<file path="src/rtl/reward_pkg.sv">
// Shared types and constants for the reward effect controller and its per-effect timers.
package reward_pkg;

    localparam int unsigned CNT_W    = 6;

    localparam int unsigned EFF_INV  = 0;
    localparam int unsigned EFF_FAST = 1;
    localparam int unsigned EFF_FRZ  = 2;
    localparam int unsigned EFF_LSR  = 3;
    localparam int unsigned EFF_N    = 4;

    typedef enum logic [1:0] {
        IDLE   = 2'd0,
        ACTIVE = 2'd1,
        WARN   = 2'd2
    } eff_state_t;

    function automatic logic [CNT_W-1:0] cnt_max(input logic [CNT_W-1:0] a,
                                                 input logic [CNT_W-1:0] b);
        return (a > b) ? a : b;
    endfunction

endpackage

</file>
<file path="src/rtl/reward_effect_timer.sv">
// One timed effect: synchronises its reward level, detects rises and runs
// the IDLE/ACTIVE/WARN countdown driven by the shared 4 Hz tick.
module reward_effect_timer
    import reward_pkg::*;
#(
    parameter int unsigned DURATION_TICKS = 30,
    parameter int unsigned WARN_TICKS     = 8
) (
    input  logic             clk,
    input  logic             rst_n,
    input  logic             i_enable,
    input  logic             i_tick,
    input  logic             i_reward,
    output logic             o_effect,
    output logic             o_warn,
    output logic [CNT_W-1:0] o_count
);

    logic [1:0]       r_sync;
    logic             r_prev;
    logic [1:0]       r_fill;
    logic             r_armed;
    eff_state_t       r_state;
    logic [CNT_W-1:0] r_count;

    logic             w_rise;
    logic [CNT_W-1:0] w_dec;

    // A rise only counts once the synchronised level has been seen low after
    // reset, so a level already high at reset release is ignored.
    assign w_rise = r_sync[1] & ~r_prev & r_armed;
    assign w_dec  = r_count - CNT_W'(1);

    always_ff @(posedge clk or negedge rst_n) begin
        if (!rst_n) begin
            r_sync  <= '0;
            r_prev  <= 1'b0;
            r_fill  <= '0;
            r_armed <= 1'b0;
            r_state <= IDLE;
            r_count <= '0;
        end else begin
            r_sync  <= {r_sync[0], i_reward};
            r_prev  <= r_sync[1];
            r_fill  <= {r_fill[0], 1'b1};
            r_armed <= r_armed | (r_fill[1] & ~r_sync[1]);

            if (!i_enable) begin
                r_state <= IDLE;
                r_count <= '0;
            end else if (w_rise) begin
                r_state <= ACTIVE;
                r_count <= CNT_W'(DURATION_TICKS);
            end else if (i_tick) begin
                case (r_state)
                    ACTIVE, WARN: begin
                        if (r_count == '0) begin
                            r_state <= IDLE;
                        end else begin
                            r_count <= w_dec;
                            if (w_dec == '0)
                                r_state <= IDLE;
                            else if (w_dec <= CNT_W'(WARN_TICKS))
                                r_state <= WARN;
                        end
                    end
                    default: r_state <= IDLE;
                endcase
            end
        end
    end

    assign o_effect = (r_state != IDLE);
    assign o_warn   = (r_state == WARN);
    assign o_count  = r_count;

endmodule

</file>
<file path="src/rtl/reward_effect_ctrl.sv">
// Reward effect controller: four timed effects, tank move divider, add-time
// strobe, expiry blink and remaining-time maximum.
module reward_effect_ctrl
    import reward_pkg::*;
#(
    parameter int unsigned DURATION_TICKS = 30,
    parameter int unsigned WARN_TICKS     = 8,
    parameter int unsigned NORMAL_DIV     = 2500000,
    parameter int unsigned FAST_DIV       = 1250000,
    parameter int unsigned ADDTIME_SEC    = 10
) (
    input  logic       clk,
    input  logic       rst_n,
    input  logic       clk_4Hz,
    input  logic       enable_reward,
    input  logic       reward_invincible,
    input  logic       reward_addtime,
    input  logic       reward_faster,
    input  logic       reward_frozen,
    input  logic       reward_laser,
    output logic       effect_invincible,
    output logic       effect_frozen,
    output logic       effect_laser,
    output logic       effect_faster,
    output logic       tank_move_tick,
    output logic       addtime_pulse,
    output logic [5:0] addtime_value,
    output logic       effect_blink,
    output logic [5:0] remain_max
);

    localparam int unsigned DIV_MAX = (NORMAL_DIV > FAST_DIV) ? NORMAL_DIV : FAST_DIV;
    localparam int unsigned DIV_W   = (DIV_MAX > 2) ? $clog2(DIV_MAX) : 1;

    logic [1:0]       r_tk_sync;
    logic             r_tk_prev;
    logic             w_tick;

    logic [1:0]       r_at_sync;
    logic             r_at_prev;
    logic [1:0]       r_at_fill;
    logic             r_at_armed;
    logic             w_at_rise;
    logic             r_at_pulse;
    logic [5:0]       r_at_value;

    logic [EFF_N-1:0] w_reward;
    logic [EFF_N-1:0] w_effect;
    logic [EFF_N-1:0] w_warn;
    logic [CNT_W-1:0] w_count [EFF_N];
    logic [CNT_W-1:0] w_max;
    logic [CNT_W-1:0] r_remain_max;

    logic [DIV_W-1:0] r_div;
    logic [DIV_W-1:0] w_period_m1;
    logic             r_fast_q;
    logic             r_move_tick;
    logic             r_blink;

    assign w_tick = r_tk_sync[1] & ~r_tk_prev;

    always_ff @(posedge clk or negedge rst_n) begin
        if (!rst_n) begin
            r_tk_sync <= '0;
            r_tk_prev <= 1'b0;
        end else begin
            r_tk_sync <= {r_tk_sync[0], clk_4Hz};
            r_tk_prev <= r_tk_sync[1];
        end
    end

    assign w_reward[EFF_INV]  = reward_invincible;
    assign w_reward[EFF_FAST] = reward_faster;
    assign w_reward[EFF_FRZ]  = reward_frozen;
    assign w_reward[EFF_LSR]  = reward_laser;

    for (genvar g = 0; g < EFF_N; g++) begin : g_timer
        reward_effect_timer #(
            .DURATION_TICKS (DURATION_TICKS),
            .WARN_TICKS     (WARN_TICKS)
        ) u_timer (
            .clk      (clk),
            .rst_n    (rst_n),
            .i_enable (enable_reward),
            .i_tick   (w_tick),
            .i_reward (w_reward[g]),
            .o_effect (w_effect[g]),
            .o_warn   (w_warn[g]),
            .o_count  (w_count[g])
        );
    end

    assign effect_invincible = w_effect[EFF_INV];
    assign effect_faster     = w_effect[EFF_FAST];
    assign effect_frozen     = w_effect[EFF_FRZ];
    assign effect_laser      = w_effect[EFF_LSR];

    // Same armed edge detector as the timers so a held level never re-pulses.
    assign w_at_rise = r_at_sync[1] & ~r_at_prev & r_at_armed;

    always_ff @(posedge clk or negedge rst_n) begin
        if (!rst_n) begin
            r_at_sync  <= '0;
            r_at_prev  <= 1'b0;
            r_at_fill  <= '0;
            r_at_armed <= 1'b0;
            r_at_pulse <= 1'b0;
            r_at_value <= '0;
        end else begin
            r_at_sync  <= {r_at_sync[0], reward_addtime};
            r_at_prev  <= r_at_sync[1];
            r_at_fill  <= {r_at_fill[0], 1'b1};
            r_at_armed <= r_at_armed | (r_at_fill[1] & ~r_at_sync[1]);
            if (w_at_rise && enable_reward) begin
                r_at_pulse <= 1'b1;
                r_at_value <= 6'(ADDTIME_SEC);
            end else begin
                r_at_pulse <= 1'b0;
                r_at_value <= '0;
            end
        end
    end

    assign addtime_pulse = r_at_pulse;
    assign addtime_value = r_at_value;

    assign w_period_m1 = effect_faster ? DIV_W'(FAST_DIV - 1) : DIV_W'(NORMAL_DIV - 1);

    always_ff @(posedge clk or negedge rst_n) begin
        if (!rst_n) begin
            r_div       <= '0;
            r_fast_q    <= 1'b0;
            r_move_tick <= 1'b0;
        end else begin
            r_fast_q <= effect_faster;
            if (effect_faster != r_fast_q) begin
                r_div       <= '0;
                r_move_tick <= 1'b0;
            end else if (r_div >= w_period_m1) begin
                r_div       <= '0;
                r_move_tick <= 1'b1;
            end else begin
                r_div       <= r_div + DIV_W'(1);
                r_move_tick <= 1'b0;
            end
        end
    end

    assign tank_move_tick = r_move_tick;

    always_ff @(posedge clk or negedge rst_n) begin
        if (!rst_n)
            r_blink <= 1'b0;
        else if (!enable_reward || !(|w_warn))
            r_blink <= 1'b0;
        else if (w_tick)
            r_blink <= ~r_blink;
    end

    assign effect_blink = r_blink;

    always_comb begin
        w_max = '0;
        for (int unsigned i = 0; i < EFF_N; i++)
            w_max = cnt_max(w_max, w_count[i]);
    end

    always_ff @(posedge clk or negedge rst_n) begin
        if (!rst_n)
            r_remain_max <= '0;
        else
            r_remain_max <= w_max;
    end

    assign remain_max = r_remain_max;

endmodule

</file>
<file path="config.mk">
export PLATFORM = sky130hd
export DESIGN_NAME = reward_effect_ctrl
export DESIGN_NICKNAME = d
export VERILOG_FILES = /design/src/rtl/reward_pkg.sv /design/src/rtl/reward_effect_timer.sv /design/src/rtl/reward_effect_ctrl.sv
export SDC_FILE = /design/constraint.sdc
export NUM_CORES = 1
export LEC_CHECK = 0
export ABC_AREA = 1
export CORE_MARGIN = 5
export CORE_UTILIZATION = 30
export CTS_CLUSTER_SIZE = 25
export DETAILED_ROUTE_END_ITERATION = 10
export GPL_ROUTABILITY_DRIVEN = 0
export PLACE_DENSITY = 0.51
export SETUP_SLACK_MARGIN = 0.4
export SLEW_MARGIN = 5
export SYNTH_ARGS = -nofsm -noshare
export SYNTH_HDL_FRONTEND = slang
export SYNTH_SLANG_ARGS = --single-unit
</file>
<file path="constraint.sdc">
create_clock -name clk -period 4.1 [get_ports clk]
set_clock_uncertainty 0.15 [all_clocks]
set_input_delay 0.82 -clock clk [delete_from_list [all_inputs] [get_ports clk]]
set_output_delay 0.82 -clock clk [all_outputs]
set_load 0.01 [all_outputs]
</file>
==> results of run 1 <==
## metal layers
| metal | wire, um | global-route usage (%) | vias to the layer above |
|---|---|---|---|
| met5 | 0 | 0 | - |
| met4 | 264 | 2.50 | 0 |
| met3 | 424 | 3.08 | 25 |
| met2 | 6660 | 22.9 | 71 |
| met1 | 6310 | 17.0 | 2207 |
| li1 | - | - | 2412 |
## cells by family after synthesis
family,Yosys count
and+or+nand+nor,383
buffers and inverters,113
DFF,89
AOI/OAI and AO/OA,59
adders and majority gates,48
xor gates and xnor gates,16
other,2
## cell usage after synthesis (2+ instances only)
master / number
a21oi_1: 16
and2_1: 5
buf_2: 3
buf_4: 6
conb_1: 2
dfrtp_1: 89
ha_1: 48
inv_1: 100
inv_2: 2
nand2_1: 189
nand2_2: 2
nand3_1: 73
nand3_2: 3
nand4_1: 18
nor2_1: 75
nor2_2: 2
nor3_1: 11
o211ai_1: 4
o21ai_0: 32
o21bai_1: 3
xnor2_1: 2
xor2_1: 14
## repair_timing
action / CTS / global route
endpoints found under the setup margin: 6 / 6
buffers inserted: 21 / 15
gates resized for setup: 16 / 80
pin swaps: 6 / 40
## power groups by stage
stage	combinational, mW	clock [mW]	sequential, mW
floorplan	1.00	0	1.06
global placement	1.39	0	1.06
detailed placement	1.39	0	1.06
CTS	1.78	0.857	1.04
global route	2.86	0.892	1.06
finish	2.62	0.825	1.04
## sequential cells by signal (all words and copies together), names as in the netlist
signal and count:
g_timer.u_timer.r_state 8, tank_move_tick 1, g_timer.u_timer.r_armed 4, r_fast_q 1
r_tk_sync 2, addtime_value 1, r_at_prev 1, g_timer.u_timer.o_count 24
g_timer.u_timer.r_sync 8, g_timer.u_timer.r_prev 4, remain_max 6, r_at_sync 2
r_div 22, effect_blink 1, r_at_fill 1, g_timer.u_timer.r_fill 1
r_tk_prev 1, r_at_armed 1
## worst max path at each step
stage	endpoint	cells past startpoint
global placement	remain_max[3]$_DFF_PN0_	28
floorplan	remain_max[0]$_DFF_PN0_	28
global route	remain_max[5]$_DFF_PN0_	27
CTS	remain_max[4]$_DFF_PN0_	28
detailed placement	remain_max[4]$_DFF_PN0_	28
finish	remain_max[5]$_DFF_PN0_	28
## worst reg2reg max path: cells and delay by family, from the launching register on
kind,cells,cell delay [ps]
buffers and inverters,11,1300
adders and majority gates,2,530
and+or+nand+nor,15,1230
DFF,1,420
## layout make-up
cell class	instances	area [sq um]	share of cell area, %
clock buffers	9	225	3.23
clock inverters	7	71.3	1.02
inverters	103	392	5.61
multi-input cells	511	3190	45.7
flip-flops and latches	89	2230	31.9
well taps	229	287	4.11
repair buffers	68	582	8.34
## cell usage in the layout, fill, tap and decap left out, types with 5 or more instances in the layout
cell / instances
inv_1: 95
nand4_1: 18
xor2_1: 14
nor2_1: 70
nand2_2: 16
o21ai_0: 30
conb_1: 5
nand3_1: 57
nand2_1: 163
ha_1: 35
ha_4: 13
and2_4: 5
clkdlybuf4s50_1: 22
a21oi_1: 15
nand2_4: 11
clkbuf_16: 9
dfrtp_1: 88
buf_4: 44
nand3_2: 16
nor3_1: 11
inv_2: 6
## through the flow
stage	instance area [sq um]	utilization [%]
final	6980	39.1
after global routing	6980	39.1
after CTS	6440	36.1
after detailed placement	5940	33.3
after global placement	5940	33.3
after floorplan	5430	-
==> metrics.md, run 1 <==
| Metric | Value |
|---|---|
| Max incr delay on CP | `420 ps` |
| Sw frac | `41.5%` |
| Period utilization | `91.8%` |
| Share of cells above drive strength 1 | `18.8%` |
| Residual DRC | `0` |
| Share of flip-flops with an asynchronous set or reset | `between 90% and 100%` |
| CTS max path bufs | `2` |
| Post-synthesis adder-cell area fraction | `11.1%` |
| Die height | `144 um` |
| R2R Path End | `remain_max[5]$_DFF_PN0_` |
| R2R depth | `28` |
| Die ar. | `approximately 21000 sq um` |
| WHS | `195 ps` |
| Vias in the first global route | `between 4k and 5k` |
| Synth Flop Type | `dfrtp_1` |
| Initial DRC count | `183` |
| Grt ovf | `0` |
| Hold Path Class | `reg2reg` |
| Achievable Freq | `0.266 GHz` |
| Crit path from | `g_timer[1].u_timer.o_count[1]$_DFFE_PN0P_` |
| #FFs+latches synth | `about 90` |
| H-tree levels | `3` |
| Slew headroom | `just over 50%` |
| RR Startpoint | `g_timer[1].u_timer.o_count[1]$_DFFE_PN0P_` |
| FF-to-FF setup slack | `340 ps` |
| Area grow syn2layout | `28.9%` |
| Routed Antenna Nets | `0` |
| I/O pin cnt | `28` |
| Synth area leaders | `dfrtp_1 41%, nand2_1 13%, ha_1 11%` |
| Buffers added on ports | `23` |
| Cells on Worst Hold Path | `0` |
| DR vias | `4715` |
| Yosys top cell area share | `just over 40%` |
| Syn Area/Cell | `7.62 sq um` |
| Hold Startpoint | `g_timer[3].u_timer.r_fill[0]$_DFF_PN0_` |
| Clk slew on worst S/H paths | `70 ps` |
| Maximum vdd drop | `690 uV` |
| Core footprint | `17800 sq um` |
| Cell Area, Synth | `5410 sq um` |
| Final Non-Filler Cells | `1016` |
| P per Cell Area | `643 nW/um^2` |
| Detailed-router iteration count before antenna repair | `4` |
| Comb power frac | `58.3%` |
| Top delay family on crit path | `buffers and inverters` |
| Final setup margin | `around 340 ps` |
| Crit path time final | `between 3000 and 4000 ps` |
| DIE WIDTH | `about 140 um` |
| Clock Root Buffer | `clkbuf_16` |
| Worst setup SP type | `flop` |
| Initial core utilization | `30.3%` |
| # setup viols final | `0` |
| WP data required | `between 4000 and 5000 ps` |
| Num CTS Buffers | `9` |
| Nets | `about 840` |
| Clock network power share | `18.4%` |
| Core Rows | `between 40 and 50` |
| Total Power | `4.48 mW` |
| WP data arrival | `3850 ps` |
| CTS Sinks | `89` |
| Post-Place Cells | `964` |
| Routed WL | `13.7 mm` |
| Most Frequent Cell on Critical Path | `buf_4` |
| RSZ-0062 raised after global routing | `true` |
| TNS Setup | `0 ps` |
| Gr usage total | `a little over an eighth` |
| Sw power | `1.86 mW` |
| Syn Inst Count | `710` |
| Synth Area in Compound Gates | `5.94%` |
| Largest family of logic cells by synthesized area | `simple AND/OR/NAND/NOR gates` |
| Xor and xnor area share after synthesis | `2.59%` |
| Critical path capture point type | `flop` |
| CP max stage cell | `dfrtp_1` |
| Largest net degree at the start of global routing | `between 40 and 50` |
| Mux share of post-synthesis cell area | `0%` |
| Antenna diodes | `0` |
| DP Wirelength | `around 9.5 mm` |
| Routed len/inst | `13.4 um` |
| CP Max Fanout | `7` |
| P_leak | `~3.4 nW` |
| Vias per cell | `4.64` |
| Hold buffer count at CTS | `0` |
| Max-slew violation count | `0` |
| First-pass GRT wire length | `about 22 mm` |
| Int Pwr | `2.62 mW` |
| Fillers | `1804` |
| Hold Vio Cnt, Final | `0` |
| Cell accounting for the most synthesized area | `dfrtp_1` |
| Clk_lat worst skew | `~350 ps` |
| Post-synth EDFFs | `0` |
| Outcome | `finished, final reports clean` |
| Simple-gate share of the synthesized area | `between 30% and 40%` |
| Cell variety after synth | `33` |
| Dpl ws | `95.1 ps` |
| Ys Warns | `0` |
| Sequential share of the synthesized area | `41.2%` |
| Min-Delay Endpoint | `r_at_fill[1]$_DFF_PN0_` |
| Max_cap viols | `0` |
| Buf+Inv Stages, Crit Path | `11` |
| Initial antenna violation count | `0` |
| CTS tree | `done` |
| Critical path type | `reg2reg` |
| Sequential group share of total power | `23.3%` |
| Worst slew pin tran | `~700 ps` |
(Power assumes the default switching activity.)
==> inputs of run 2 (changes only) <==
CELL_PAD_IN_SITES_DETAIL_PLACEMENT = 1   (was unset)
CELL_PAD_IN_SITES_GLOBAL_PLACEMENT = 1   (was unset)
PLACE_DENSITY = 0.62   (was 0.51)
==> run 2 against run 1 <==
Compared with the run above: total power decreased by 4.7%; clock power about the same; die area unchanged; wire length increased by 12%; worst hold slack improved by 3.5 ps; final area decreased by 1.8%; first-iteration DRC count increased by 25%; sequential share of layout area increased by 0.60 points; fmax decreased by 0.25%; global-route usage increased by 2.1 points; non-clock buffer count decreased by 22; largest cell class unchanged; highest routed layer unchanged.
==> metrics.md, run 2 (same netlist as run 1, synthesis figures left out) <==
| Metric | Value |
|---|---|
| Outcome | `finished, final reports clean (unchanged)` |
| Clk slew on worst S/H paths | `70 ps (about the same)` |
| Slew headroom | `44.8% (was 51.9%)` |
| CP max stage cell | `dfrtp_1 (unchanged)` |
| Core footprint | `17800 sq um (unchanged)` |
| TNS Setup | `0 ps (unchanged)` |
| Initial antenna violation count | `0 (unchanged)` |
| Vias in the first global route | `5005 (was 4511)` |
| Final instance area | `6850 sq um (was 6980 sq um)` |
| I/O pin cnt | `28 (unchanged)` |
| RR Startpoint | `g_timer[0].u_timer.o_count[5]$_DFFE_PN0P_ (was g_timer[1].u_timer.o_count[1]$_DFFE_PN0P_)` |
| Vias per cell | `4.82 (was 4.64)` |
| Crit path time final | `3770 ps (was 3760 ps)` |
| Detailed-router iteration count before antenna repair | `4 (unchanged)` |
| CP Max Fanout | `7 (unchanged)` |
| Crit path from | `g_timer[0].u_timer.o_count[5]$_DFFE_PN0P_ (was g_timer[1].u_timer.o_count[1]$_DFFE_PN0P_)` |
| Worst setup SP type | `flop (unchanged)` |
| DR vias | `4794 (was 4715)` |
| DP Wirelength | `11.1 mm (was 9.46 mm)` |
| Die height | `144 um (unchanged)` |
| WP data required | `4200 ps (was 4190 ps)` |
| WP data arrival | `3870 ps (was 3850 ps)` |
| FF-to-FF setup slack | `330 ps (was 340 ps)` |
| Die ar. | `20800 sq um (unchanged)` |
| DIE WIDTH | `144 um (unchanged)` |
| Commonest non-fill, non-tap cells in the layout | `166 x nand2_1, 91 x inv_1, 88 x dfrtp_1, 69 x nor2_1, 56 x nand3_1 (was 163 x nand2_1, 95 x inv_1, 88 x dfrtp_1, 70 x nor2_1, 57 x nand3_1)` |
| Post-DP Area | `5950 sq um (was 5940 sq um)` |
| Cells on Worst Hold Path | `0 (unchanged)` |
| Period utilization | `92.0% (was 91.8%)` |
| Gr usage total | `15.3% (was 13.2%)` |
| Area grow syn2layout | `26.6% (was 28.9%)` |
| Fillers | `2120 (was 1804)` |
| CTS tree | `done (unchanged)` |
| Critical path capture point type | `flop (unchanged)` |
| Max incr delay on CP | `430 ps (was 420 ps)` |
| Min-Delay Endpoint | `g_timer[2].u_timer.r_sync[1]$_DFF_PN0_ (was r_at_fill[1]$_DFF_PN0_)` |
| Routed Antenna Nets | `0 (unchanged)` |
| Residual DRC | `0 (unchanged)` |
| Core Rows | `49 (unchanged)` |
| Hold Vio Cnt, Final | `0 (unchanged)` |
| Max-slew violation count | `0 (unchanged)` |
| P per Cell Area | `624 nW/um^2 (was 643 nW/um^2)` |
| Routed WL | `15.3 mm (was 13.7 mm)` |
| H-tree levels | `3 (unchanged)` |
| Largest register FFs | `24 (unchanged)` |
| Maximum vdd drop | `474 uV (was 690 uV)` |
| RSZ-0062 raised after global routing | `true (unchanged)` |
| Num CTS Buffers | `9 (unchanged)` |
| Clk_lat worst skew | `350 ps (about the same)` |
| Clock Root Buffer | `clkbuf_16 (unchanged)` |
| Grt ovf | `0 (unchanged)` |
| Hold Startpoint | `g_timer[2].u_timer.r_sync[0]$_DFF_PN0_ (was g_timer[3].u_timer.r_fill[0]$_DFF_PN0_)` |
| Routed len/inst | `15.4 um (was 13.4 um)` |
| # setup viols final | `0 (unchanged)` |
| First-pass GRT wire length | `25.2 mm (was 22.0 mm)` |
| R2R depth | `28 (unchanged)` |
| CTS max path bufs | `2 (unchanged)` |
| Most Frequent Cell on Critical Path | `nand2_4 (was buf_4)` |
| Initial DRC count | `229 (was 183)` |
| Hold Path Class | `reg2reg (unchanged)` |
| Most common cell after layout, fill and taps aside | `nand2_1 (unchanged)` |
| Hold buffer count at CTS | `0 (unchanged)` |
| Achievable Freq | `0.265 GHz (was 0.266 GHz)` |
| Buffers added on ports | `23 (unchanged)` |
| Worst slew pin tran | `825 ps (was 719 ps)` |
| Antenna diodes | `0 (unchanged)` |
| Fin util | `38.4% (was 39.1%)` |
| Final setup margin | `327 ps (was 336 ps)` |
| Largest net degree at the start of global routing | `60 (was 48)` |
| Initial core utilization | `30.3% (unchanged)` |
| CTS Sinks | `89 (unchanged)` |
| Max_cap viols | `0 (unchanged)` |
| P_leak | `3.32 nW (was 3.41 nW)` |
| Dpl ws | `4.90 ps (was 95.1 ps)` |
| Critical path type | `reg2reg (unchanged)` |
| R2R Path End | `remain_max[1]$_DFF_PN0_ (was remain_max[5]$_DFF_PN0_)` |
| Share of cells above drive strength 1 | `17.0% (was 18.8%)` |
| Total Power | `4.27 mW (was 4.48 mW)` |
| Nets | `817 (was 839)` |
==> run 2: layer usage <==
metal / up-vias / track usage, % / wire, um
li1: 2367 / - / -
met1: 2358 / 21.3 / 7510
met2: 55 / 24.8 / 7170
met3: 14 / 2.48 / 415
met4: 0 / 3.88 / 188
met5: - / 0 / 0
==> run 2: final cells by class <==
type / instances / area [sq um] / share of cell area, %
Timing Repair Buffer: 46 / 417 / 6.08
Inverter: 103 / 402 / 5.86
Clock inverter: 7 / 67.6 / 0.986
Tap cell: 229 / 287 / 4.18
Sequential cell: 89 / 2230 / 32.5
Clock buffer: 9 / 225 / 3.29
Multi-Input combinational cell: 511 / 3220 / 47.1
==> run 2: critical path, delay by kind of cell (launching register included) <==
family                   cells  cell delay [ps]
buffers and inverters        5              440
adder cells (fa/ha/maj)      3              800
flip-flops                   1              430
AND/OR/NAND/NOR             18             1570
AO/OA/AOI/OAI                2              270
==> run 2: power breakdown <==
group | total, mW | internal [mW] | switching, mW
logic | 2.40 | 1.02 | 1.38
registers | 1.04 | 0.976 | 0.0671
clock network | 0.827 | 0.430 | 0.397
total | 4.27 | 2.43 | 1.85
==> run 2: worst max path at each step <==
| stage | endpoint | cells after the start |
|---|---|---|
| floorplan | remain_max[0]$_DFF_PN0_ | 28 |
| global placement | remain_max[5]$_DFF_PN0_ | 28 |
| CTS | remain_max[3]$_DFF_PN0_ | 26 |
| global route | remain_max[1]$_DFF_PN0_ | 29 |
| detailed placement | remain_max[1]$_DFF_PN0_ | 28 |
| finish | remain_max[1]$_DFF_PN0_ | 28 |
==> run 2: stage by stage <==
step                hold WS, ps  std cells
finish                      198        994
global placement            182        965
detailed placement          186        965
CTS                         202        989
floorplan                   181        713
global route                210        994
==> run 2: repair_timing <==
action / CTS / global route
gates resized for setup: 53 / 55
setup endpoints to repair: 6 / 6
setup buffers: 8 / 5
pin swaps: 15 / 38
hold endpoints to repair: 0 / 0
